--- config.mk ---
export PLATFORM = sky130hd
export DESIGN_NAME = idli_sqi_resp
export DESIGN_NICKNAME = d
export VERILOG_FILES = /design/src/rtl/idli_sqi_resp.sv
export SDC_FILE = /design/constraint.sdc
export NUM_CORES = 1
export LEC_CHECK = 0
export ABC_AREA = 0
export BUFFER_PORTS_ARGS = -buffer_cell sky130_fd_sc_hd__buf_2
export CORE_AREA = 2 2 103 85
export CTS_CLUSTER_DIAMETER = 200
export DETAILED_ROUTE_END_ITERATION = 7
export DIE_AREA = 0 0 105 87
export GPL_ROUTABILITY_DRIVEN = 0
export PLACE_DENSITY = 0.69
export SKIP_LAST_GASP = 1
export SYNTH_ARGS = -nofsm -noshare
export SYNTH_HDL_FRONTEND = slang
export SYNTH_SLANG_ARGS = --single-unit
--- constraint.sdc ---
create_clock -name i_resp_gck -period 4.1 [get_ports i_resp_gck]
set_clock_uncertainty 0.2 [all_clocks]
set_input_delay 0.41 -clock i_resp_gck [delete_from_list [all_inputs] [get_ports i_resp_gck]]
set_output_delay 0.41 -clock i_resp_gck [all_outputs]
set_load 0.1 [all_outputs]
--- src/rtl/idli_sqi_resp.sv ---
// idli_sqi_resp: SQI serial-RAM responder that decodes sequential READ/WRITE into a byte-memory port.
// Define IDLI_SQI_RESP_CMD_CHECK_EN to send any command other than 0x02/0x03 to IGNORE.

module idli_sqi_resp #(
  parameter int ADDR_W        = 16,
  parameter int DUMMY_NIBBLES = 2
) (
  input  logic              i_resp_gck,
  input  logic              i_resp_rst_n,
  input  logic              i_resp_sck,
  input  logic              i_resp_cs,
  input  logic [3:0]        i_resp_sio,
  output logic [3:0]        o_resp_sio,
  output logic              o_resp_sio_oe,
  output logic [ADDR_W-1:0] o_resp_mem_addr,
  output logic [7:0]        o_resp_mem_wdata,
  output logic              o_resp_mem_we,
  output logic              o_resp_mem_re,
  input  logic [7:0]        i_resp_mem_rdata
);

  localparam logic [2:0] ST_IDLE   = 3'd0;
  localparam logic [2:0] ST_CMD    = 3'd1;
  localparam logic [2:0] ST_ADDR   = 3'd2;
  localparam logic [2:0] ST_DUMMY  = 3'd3;
  localparam logic [2:0] ST_RDATA  = 3'd4;
  localparam logic [2:0] ST_WDATA  = 3'd5;
`ifdef IDLI_SQI_RESP_CMD_CHECK_EN
  localparam logic [2:0] ST_IGNORE = 3'd6;
`endif

  localparam logic [2:0]        DUMMY_LAST = 3'(DUMMY_NIBBLES - 1);
  localparam logic [ADDR_W-1:0] ADDR_ONE   = 1;

  logic [2:0]        state_q, state_d;
  logic [2:0]        cnt_q, cnt_d;
  logic [3:0]        shift_q, shift_d;
  logic              is_read_q, is_read_d;
  logic [ADDR_W-1:0] addr_q, addr_d;
  logic [7:0]        buf_q, buf_d;
  logic              load_q, load_d;
  logic              hi_next_q, hi_next_d;
  logic              lo_sent_q, lo_sent_d;
  logic              sck_q, sck_d;
  logic [3:0]        sio_q, sio_d;
  logic              oe_q, oe_d;
  logic [ADDR_W-1:0] mem_addr_q, mem_addr_d;
  logic [7:0]        wdata_q, wdata_d;
  logic              we_q, we_d;
  logic              re_q, re_d;

  logic              rise;
  logic              fall;
  logic [7:0]        cur_buf;
  logic [ADDR_W-1:0] addr_shift;
  logic [ADDR_W-1:0] addr_inc;
`ifdef IDLI_SQI_RESP_CMD_CHECK_EN
  logic [7:0]        cmd_byte;
`endif

  assign rise       = i_resp_sck & ~sck_q & ~i_resp_cs;
  assign fall       = ~i_resp_sck & sck_q & ~i_resp_cs;
  // A fall can land in the cycle the prefetched byte arrives, so bypass the buffer then.
  assign cur_buf    = load_q ? i_resp_mem_rdata : buf_q;
  assign addr_shift = {addr_q[ADDR_W-5:0], i_resp_sio};
  assign addr_inc   = addr_q + ADDR_ONE;
`ifdef IDLI_SQI_RESP_CMD_CHECK_EN
  assign cmd_byte   = {shift_q, i_resp_sio};
`endif

  assign o_resp_sio       = sio_q;
  assign o_resp_sio_oe    = oe_q;
  assign o_resp_mem_addr  = mem_addr_q;
  assign o_resp_mem_wdata = wdata_q;
  assign o_resp_mem_we    = we_q;
  assign o_resp_mem_re    = re_q;

  always_comb begin
    state_d    = state_q;
    cnt_d      = cnt_q;
    shift_d    = shift_q;
    is_read_d  = is_read_q;
    addr_d     = addr_q;
    buf_d      = cur_buf;
    load_d     = re_q;
    hi_next_d  = hi_next_q;
    lo_sent_d  = lo_sent_q;
    sck_d      = i_resp_sck;
    sio_d      = sio_q;
    oe_d       = oe_q;
    mem_addr_d = mem_addr_q;
    wdata_d    = wdata_q;
    we_d       = 1'b0;
    re_d       = 1'b0;

    if (i_resp_cs) begin
      state_d = ST_IDLE;
      oe_d    = 1'b0;
      cnt_d   = 3'd0;
    end else begin
      case (state_q)
        ST_IDLE: begin
          state_d = ST_CMD;
          cnt_d   = 3'd0;
        end
        ST_CMD: if (rise) begin
          shift_d = i_resp_sio;
          cnt_d   = cnt_q + 3'd1;
          if (cnt_q == 3'd1) begin
            cnt_d   = 3'd0;
            state_d = ST_ADDR;
`ifdef IDLI_SQI_RESP_CMD_CHECK_EN
            if (cmd_byte == 8'h03)      is_read_d = 1'b1;
            else if (cmd_byte == 8'h02) is_read_d = 1'b0;
            else                        state_d   = ST_IGNORE;
`else
            is_read_d = i_resp_sio[0];
`endif
          end
        end
        ST_ADDR: if (rise) begin
          addr_d = addr_shift;
          cnt_d  = cnt_q + 3'd1;
          if (cnt_q == 3'd5) begin
            cnt_d = 3'd0;
            if (is_read_q) begin
              re_d       = 1'b1;
              mem_addr_d = addr_shift;
              hi_next_d  = 1'b1;
              lo_sent_d  = 1'b0;
              state_d    = (DUMMY_NIBBLES == 0) ? ST_RDATA : ST_DUMMY;
            end else begin
              state_d = ST_WDATA;
            end
          end
        end
        ST_DUMMY: if (rise) begin
          cnt_d = cnt_q + 3'd1;
          if (cnt_q == DUMMY_LAST) begin
            cnt_d   = 3'd0;
            state_d = ST_RDATA;
          end
        end
        ST_RDATA: begin
          if (fall) begin
            oe_d = 1'b1;
            if (hi_next_q) begin
              sio_d     = cur_buf[7:4];
              hi_next_d = 1'b0;
            end else begin
              sio_d     = cur_buf[3:0];
              hi_next_d = 1'b1;
              lo_sent_d = 1'b1;
            end
          end
          // The initiator has taken the low nibble: prefetch the next byte.
          if (rise && lo_sent_q) begin
            lo_sent_d  = 1'b0;
            addr_d     = addr_inc;
            mem_addr_d = addr_inc;
            re_d       = 1'b1;
          end
        end
        ST_WDATA: if (rise) begin
          if (cnt_q == 3'd0) begin
            shift_d = i_resp_sio;
            cnt_d   = 3'd1;
          end else begin
            we_d       = 1'b1;
            wdata_d    = {shift_q, i_resp_sio};
            mem_addr_d = addr_q;
            addr_d     = addr_inc;
            cnt_d      = 3'd0;
          end
        end
        default: ;
      endcase
    end
  end

  always_ff @(posedge i_resp_gck or negedge i_resp_rst_n) begin
    if (!i_resp_rst_n) begin
      state_q    <= ST_IDLE;
      cnt_q      <= 3'd0;
      shift_q    <= 4'd0;
      is_read_q  <= 1'b0;
      addr_q     <= '0;
      buf_q      <= 8'd0;
      load_q     <= 1'b0;
      hi_next_q  <= 1'b1;
      lo_sent_q  <= 1'b0;
      sck_q      <= 1'b0;
      sio_q      <= 4'd0;
      oe_q       <= 1'b0;
      mem_addr_q <= '0;
      wdata_q    <= 8'd0;
      we_q       <= 1'b0;
      re_q       <= 1'b0;
    end else begin
      state_q    <= state_d;
      cnt_q      <= cnt_d;
      shift_q    <= shift_d;
      is_read_q  <= is_read_d;
      addr_q     <= addr_d;
      buf_q      <= buf_d;
      load_q     <= load_d;
      hi_next_q  <= hi_next_d;
      lo_sent_q  <= lo_sent_d;
      sck_q      <= sck_d;
      sio_q      <= sio_d;
      oe_q       <= oe_d;
      mem_addr_q <= mem_addr_d;
      wdata_q    <= wdata_d;
      we_q       <= we_d;
      re_q       <= re_d;
    end
  end

endmodule

# Word-level counts from Yosys, hierarchy flattened
# Index checks and enable logic that the tools add are counted.
# totals
mem_count	0
latch_bits	0
word_cells	134
out_inout_bits	31
rom_bits	0
inputBits	16
reg_bits	70
ramBits	0
# op_classes
shifts	0
bitwise_logic	8
n_reduce_logical	22
add_sub_neg	2
muxes	60
n_div	0
n_eq_ne	26
n_mul	0
magnitude_cmp	0
# ops
op	count
two-way mux 16 bit	9
case mux 16 bit (3 select lines)	2
two-way mux 3 bit	14
inequality test 3 bit, second input constant	9
two-way mux 1 bit	24
case mux 3 bit (4 select lines)	2
inequality test 2 bit, second input constant	9
adder 16 x 1 -> 16 bit, second input constant	1
two-way mux 4 bit	4
AND reduction 7 bit	2
AND reduction 4 bit	3
AND reduction 6 bit	2
nonzero test 5 bit	2
== test 3 bit, second input constant	3
two-way mux 8 bit	1
case mux 4 bit (2 select lines)	1
AND reduction 8 bit	1
nonzero test 2 bit	4
== test 3 x 1 -> 1 bit, second input constant	2
== test 3 x 2 -> 1 bit, second input constant	2
logical NOT 3 bit	2
case mux 1 bit (2 select lines)	3
AND reduction 5 bit	1
AND 1 bit	4
other kinds (8)	11

# Depth between registers and ports, before layout
# depth
depth_word	7
ltp_mapped	8

# Worst setup path before layout
# No wires, ideal clock.
# synth_timing
kind	input port to flip-flop
from	in i_resp_cs
to	reg mem_addr_q[10], in the netlist o_resp_mem_addr[10]
setup_slack_ns	1.781
cell_stages	8
path_buffers	4
arrival_ns	1.993
required_ns	3.774
path_cell_list	buf_6 or3b_1 buf_2 a221oi_4 and2_4 buf_8 buf_12 mux2_4
# synth_via
elab_chain_cells	5
word_cells_on_any_way	7
classes_between	eq/ne (3); bitwise (2); reduce/logical (2)
# synth_rtl
item	line	text
from (decl)	11	input logic i_resp_cs,
NOT 1 bit (no source line) *	-	
AND 1 bit	61	assign rise = i_resp_sck & ~sck_q & ~i_resp_cs;
logical AND 1 bit	157	if (rise && lo_sent_q) begin
inequality test 2 bit (no source line)	-	
AND reduction 8 bit (no source line) *	-	
to (signal assigned)	212	mem_addr_q <= mem_addr_d;
to (decl)	47	logic [ADDR_W-1:0] mem_addr_q, mem_addr_d;
# Mark *: on every way between the ends. The rest lies on a longest branch, timed or not.
# A chain may end at the register's enable or synchronous reset.

# Worst setup path in the final report
# layout_timing
from	reg state_q[0]
to	reg mem_addr_q[0], in the netlist o_resp_mem_addr[0]
# layout_via
elab_chain_cells	3
word_cells_on_any_way	12
classes_between	eq/ne (9); mux (1); reduce/logical (2)
# layout_rtl
item	line	text
from (decl)	35	logic [2:0] state_q, state_d;
from (signal assigned)	200	state_q <= state_d;
== test 3 x 2 -> 1 bit / == test 3 bit (equally long branches)	101	case (state_q)
inequality test 2 bit (no source line) / nonzero test 3 bit (equally long branches)	-	
AND reduction 8 bit (no source line)	-	
# Several ways; a longest one is shown, not always the timed one.

==> load_flow_metrics.sql <==
INSERT INTO impl_metrics (metric_group, metric, value, unit) VALUES
('outcome', 'run_status', 'finished, final reports clean', ''),
('flow_run', 'max_cap_violation_count', '0', ''),
('synthesis', 'yosysSeqAreaShare', '43.9', '%'),
('synthesis', 'synthDistinctLibCells', '67', ''),
('timing', 'min_period_over_period', '71.2', '%'),
('routing', 'drt_iter0_drcs', '225', ''),
('worst_hold_path', 'holdPathStages', '1', ''),
('synthesis', 'postSynthCellCount', '404', ''),
('clock_network', 'post_cts_resize_count', '0', ''),
('floorplan', 'floorplan.die.height', '87', 'um'),
('cells_and_area', 'utilization', '53.7', '%'),
('timing', 'hold_viol', '0', ''),
('synthesis', 'cell_type_with_the_largest_total_area_after_synthesis', 'sky130_fd_sc_hd__dfrtp_1', ''),
('clock_network', 'tritoncts_clock_tree', 'built', ''),
('cells_and_area', 'instances_no_fill', '540', ''),
('floorplan', 'core', '0.00818', 'sq mm'),
('floorplan', 'die_x', '105', 'um'),
('timing', 'setup_violations', '0', ''),
('synthesis', 'synth-edff-count', '0', ''),
('synthesis', 'area_fraction_of_the_dominant_cell_type_after_synthesis', '43.3', '%'),
('cells_and_area', 'layout.area.seq', '0.00175', 'sq mm'),
('routing', 'drc', '0', ''),
('routing', 'wl', '9100', 'um'),
('routing', 'final_antenna_net_count', '0', ''),
('cells_and_area', 'share_of_cells_above_drive_strength_1', '25.9', '%'),
('setup_path', 'critical_path_required', '4.13', 'ns'),
('setup_path', 'critical_path_peak_fanout', '33', ''),
('timing', 'worst_slew_margin_rel', '31.5', '%'),
('synthesis', 'yosysWarnings', '0', ''),
('synthesis', 'synthMostInstantiatedCell', 'sky130_fd_sc_hd__dfrtp_1', ''),
('synthesis', 'synth_area_leaders', 'sky130_fd_sc_hd__dfrtp_1 (43%), sky130_fd_sc_hd__mux2_2 (7.6%), sky130_fd_sc_hd__a31oi_1 (3.5%)', ''),
('routing', 'wl_met2', '4030', 'um'),
('synthesis', 'yosys_most_used_dff', 'sky130_fd_sc_hd__dfrtp_1', ''),
('routing', 'num_vias', '3287', ''),
('cells_and_area', 'syn_to_final_growth', '10.1', '%'),
('worst_hold_path', 'hold_class', 'primary input to register', ''),
('setup_path', 'crit_path_dat', '2.95', 'ns'),
('placement', 'placedCellCount', '523', ''),
('clock_network', 'tritoncts.num_buffers', '9', ''),
('routing', 'viasPerCell', '6.09', ''),
('power', 'leakagePower', '0.00190', 'uW'),
('synthesis', 'netlist_area_pre_place', '0.00399', 'sq mm'),
('routing', 'sum_of_met3_wire_segment_lengths_after_detailed_routing', '517', 'um'),
('cells_and_area', 'multi_input_area', '0.00201', 'sq mm'),
('timing', 'timing.fmax', '343', 'MHz'),
('floorplan', 'initial_utilization', '48.7', '%'),
('timing', 'slew_viol_final', '0', ''),
('floorplan', 'boundaryPins', '47', ''),
('setup_path', 'critical_path.endpoint_type', 'register', ''),
('timing', 'period_needed', '2.92', 'ns'),
('routing', 'routed.top_layer', 'met4', ''),
('grt', 'overflow', '0', ''),
('setup_path', 'cp-start-kind', 'register', ''),
('setup_path', 'rr_worst_depth', '4', ''),
('power', 'p_per_area', '317', 'mW/mm^2'),
('clock_network', 'h-tree-depth', '3', ''),
('grt', 'grt_antenna_before_repair', '0', ''),
('placement', 'portBuffers', '46', ''),
('synthesis', 'synth.net_count', '421', ''),
('clock_network', 'clockBufferDepth', '2', ''),
('clock_network', 'cts.sinks', '70', ''),
('synthesis', 'async_reset_ff_share', '100', '%'),
('routing', 'wl_per_cell', '16.9', 'um'),
('timing', 'tns', '0', 'ns'),
('clock_network', 'worst_setup_hold_path_clk_slew', '0.07', 'ns'),
('cells_and_area', 'antenna_cells', '0', ''),
('clock_network', 'clock_tree.root_cell', 'sky130_fd_sc_hd__clkbuf_8', ''),
('synthesis', 'synthesis.area_per_instance', '9.87', 'sq um'),
('timing', 'rsz0062_at_grt', 'false', ''),
('clock_network', 'post-cts-setup-buffers', '0', ''),
('routing', 'post_route_m1_wl', '4410', 'um');
area by class of cell:
class / instances / share of cell area (%)
multi-input combinational: 286 / 45.7
sequential: 70 / 39.9
timing repair buffer: 51 / 6.15
clock buffer: 13 / 3.62
tap: 112 / 3.19
clock inverter: 3 / 0.969
inverter: 5 / 0.427
report_power, final:
group / internal [uW] / total [uW] / switching, uW
Sequential: 710 / 735 / 24.5
Combinational: 35.4 / 94.4 / 58.9
Clock: 314 / 563 / 249
metrics by stage:
stage          cell area [sq um]  hold slack [ns]
4_1_cts                     4390          0.00735
5_1_grt                     4390           0.0111
3_5_place_dp                4180            0.197
2_1_floorplan               3990          -0.0856
6_report                    4390           0.0205
3_3_place_gp                4180            0.188
cell families (layout without fill, tap and decap cells):
family / Yosys count / count (layout) / synth area share (%)
DFF: 70 / 70 / 43.9
AOI/OAI and AO/OA: 116 / 116 / 20.3
and+or+nand+nor: 124 / 124 / 17.1
buffers and inverters: 48 / 72 / 5.77
muxes: 41 / 41 / 11.6
xor gates and xnor gates: 4 / 4 / 0.878
adders and majority gates: 1 / 1 / 0.314
routing by layer:
metal / global-route usage [%] / up-vias
met5: 0 / -
met2: 31.9 / 126
met3: 5.46 / 16
met4: 7.27 / 0
li1: - / 1542
met1: 29.2 / 1603
sequential cells by signal (all words and copies together) (netlist names):
register and count:
o_resp_sio_oe 1, o_resp_mem_addr 16, state_q 3, is_read_q 1, shift_q 4, hi_next_q 1
buf_q 8, o_resp_mem_wdata 8, addr_q 16, load_q 1, lo_sent_q 1, o_resp_sio 4
cnt_q 3, o_resp_mem_re 1, sck_q 1, o_resp_mem_we 1
worst max-delay path, cell delays in order, from the launching register on:
cell and delay, ns:
sky130_fd_sc_hd__dfrtp_1 1.02, sky130_fd_sc_hd__nor3b_2 0.29, sky130_fd_sc_hd__a221oi_4 0.51, sky130_fd_sc_hd__and2_4 0.39, sky130_fd_sc_hd__mux2_2 0.38
cells in the final DEF, fill, tap and decap left out, types with 5 or more instances in the layout:
cell type / count
sky130_fd_sc_hd__dfrtp_1: 69
sky130_fd_sc_hd__buf_2: 46
sky130_fd_sc_hd__mux2_2: 27
sky130_fd_sc_hd__nor2_1: 24
sky130_fd_sc_hd__nand2_1: 24
sky130_fd_sc_hd__a31oi_1: 22
sky130_fd_sc_hd__a21oi_1: 20
sky130_fd_sc_hd__o21ai_0: 14
sky130_fd_sc_hd__nand3_1: 11
sky130_fd_sc_hd__clkbuf_8: 11
sky130_fd_sc_hd__a22oi_1: 10
sky130_fd_sc_hd__mux2i_1: 10
sky130_fd_sc_hd__nand2b_1: 9
sky130_fd_sc_hd__nor3_1: 7
sky130_fd_sc_hd__o31ai_1: 6
sky130_fd_sc_hd__nand4_1: 6
sky130_fd_sc_hd__nand3b_1: 5
sky130_fd_sc_hd__inv_1: 5
sky130_fd_sc_hd__o22ai_1: 5
repair_timing:
item                                    in CTS  in global routing
endpoints found under the hold margin       29                  0
endpoints found under the setup margin       0                  0
hold buffers                                 1                  0
worst paths after layout:
kind | start | to
setup / recovery | state_q[0]$_DFFE_PN0P_ | o_resp_mem_addr[0]$_DFFE_PN0P_
hold / removal | i_resp_sck | sck_q$_DFF_PN0_
setup reg to reg | state_q[0]$_DFFE_PN0P_ | o_resp_mem_addr[0]$_DFFE_PN0P_
hold reg to reg | o_resp_mem_re$_DFF_PN0_ | load_q$_DFF_PN0_
max in group asynchronous | i_resp_rst_n | is_read_q$_DFFE_PN0P_
min in group asynchronous | i_resp_rst_n | buf_q[6]$_DFF_PN0_
Note: power is estimated with default switching activity, not from simulation.
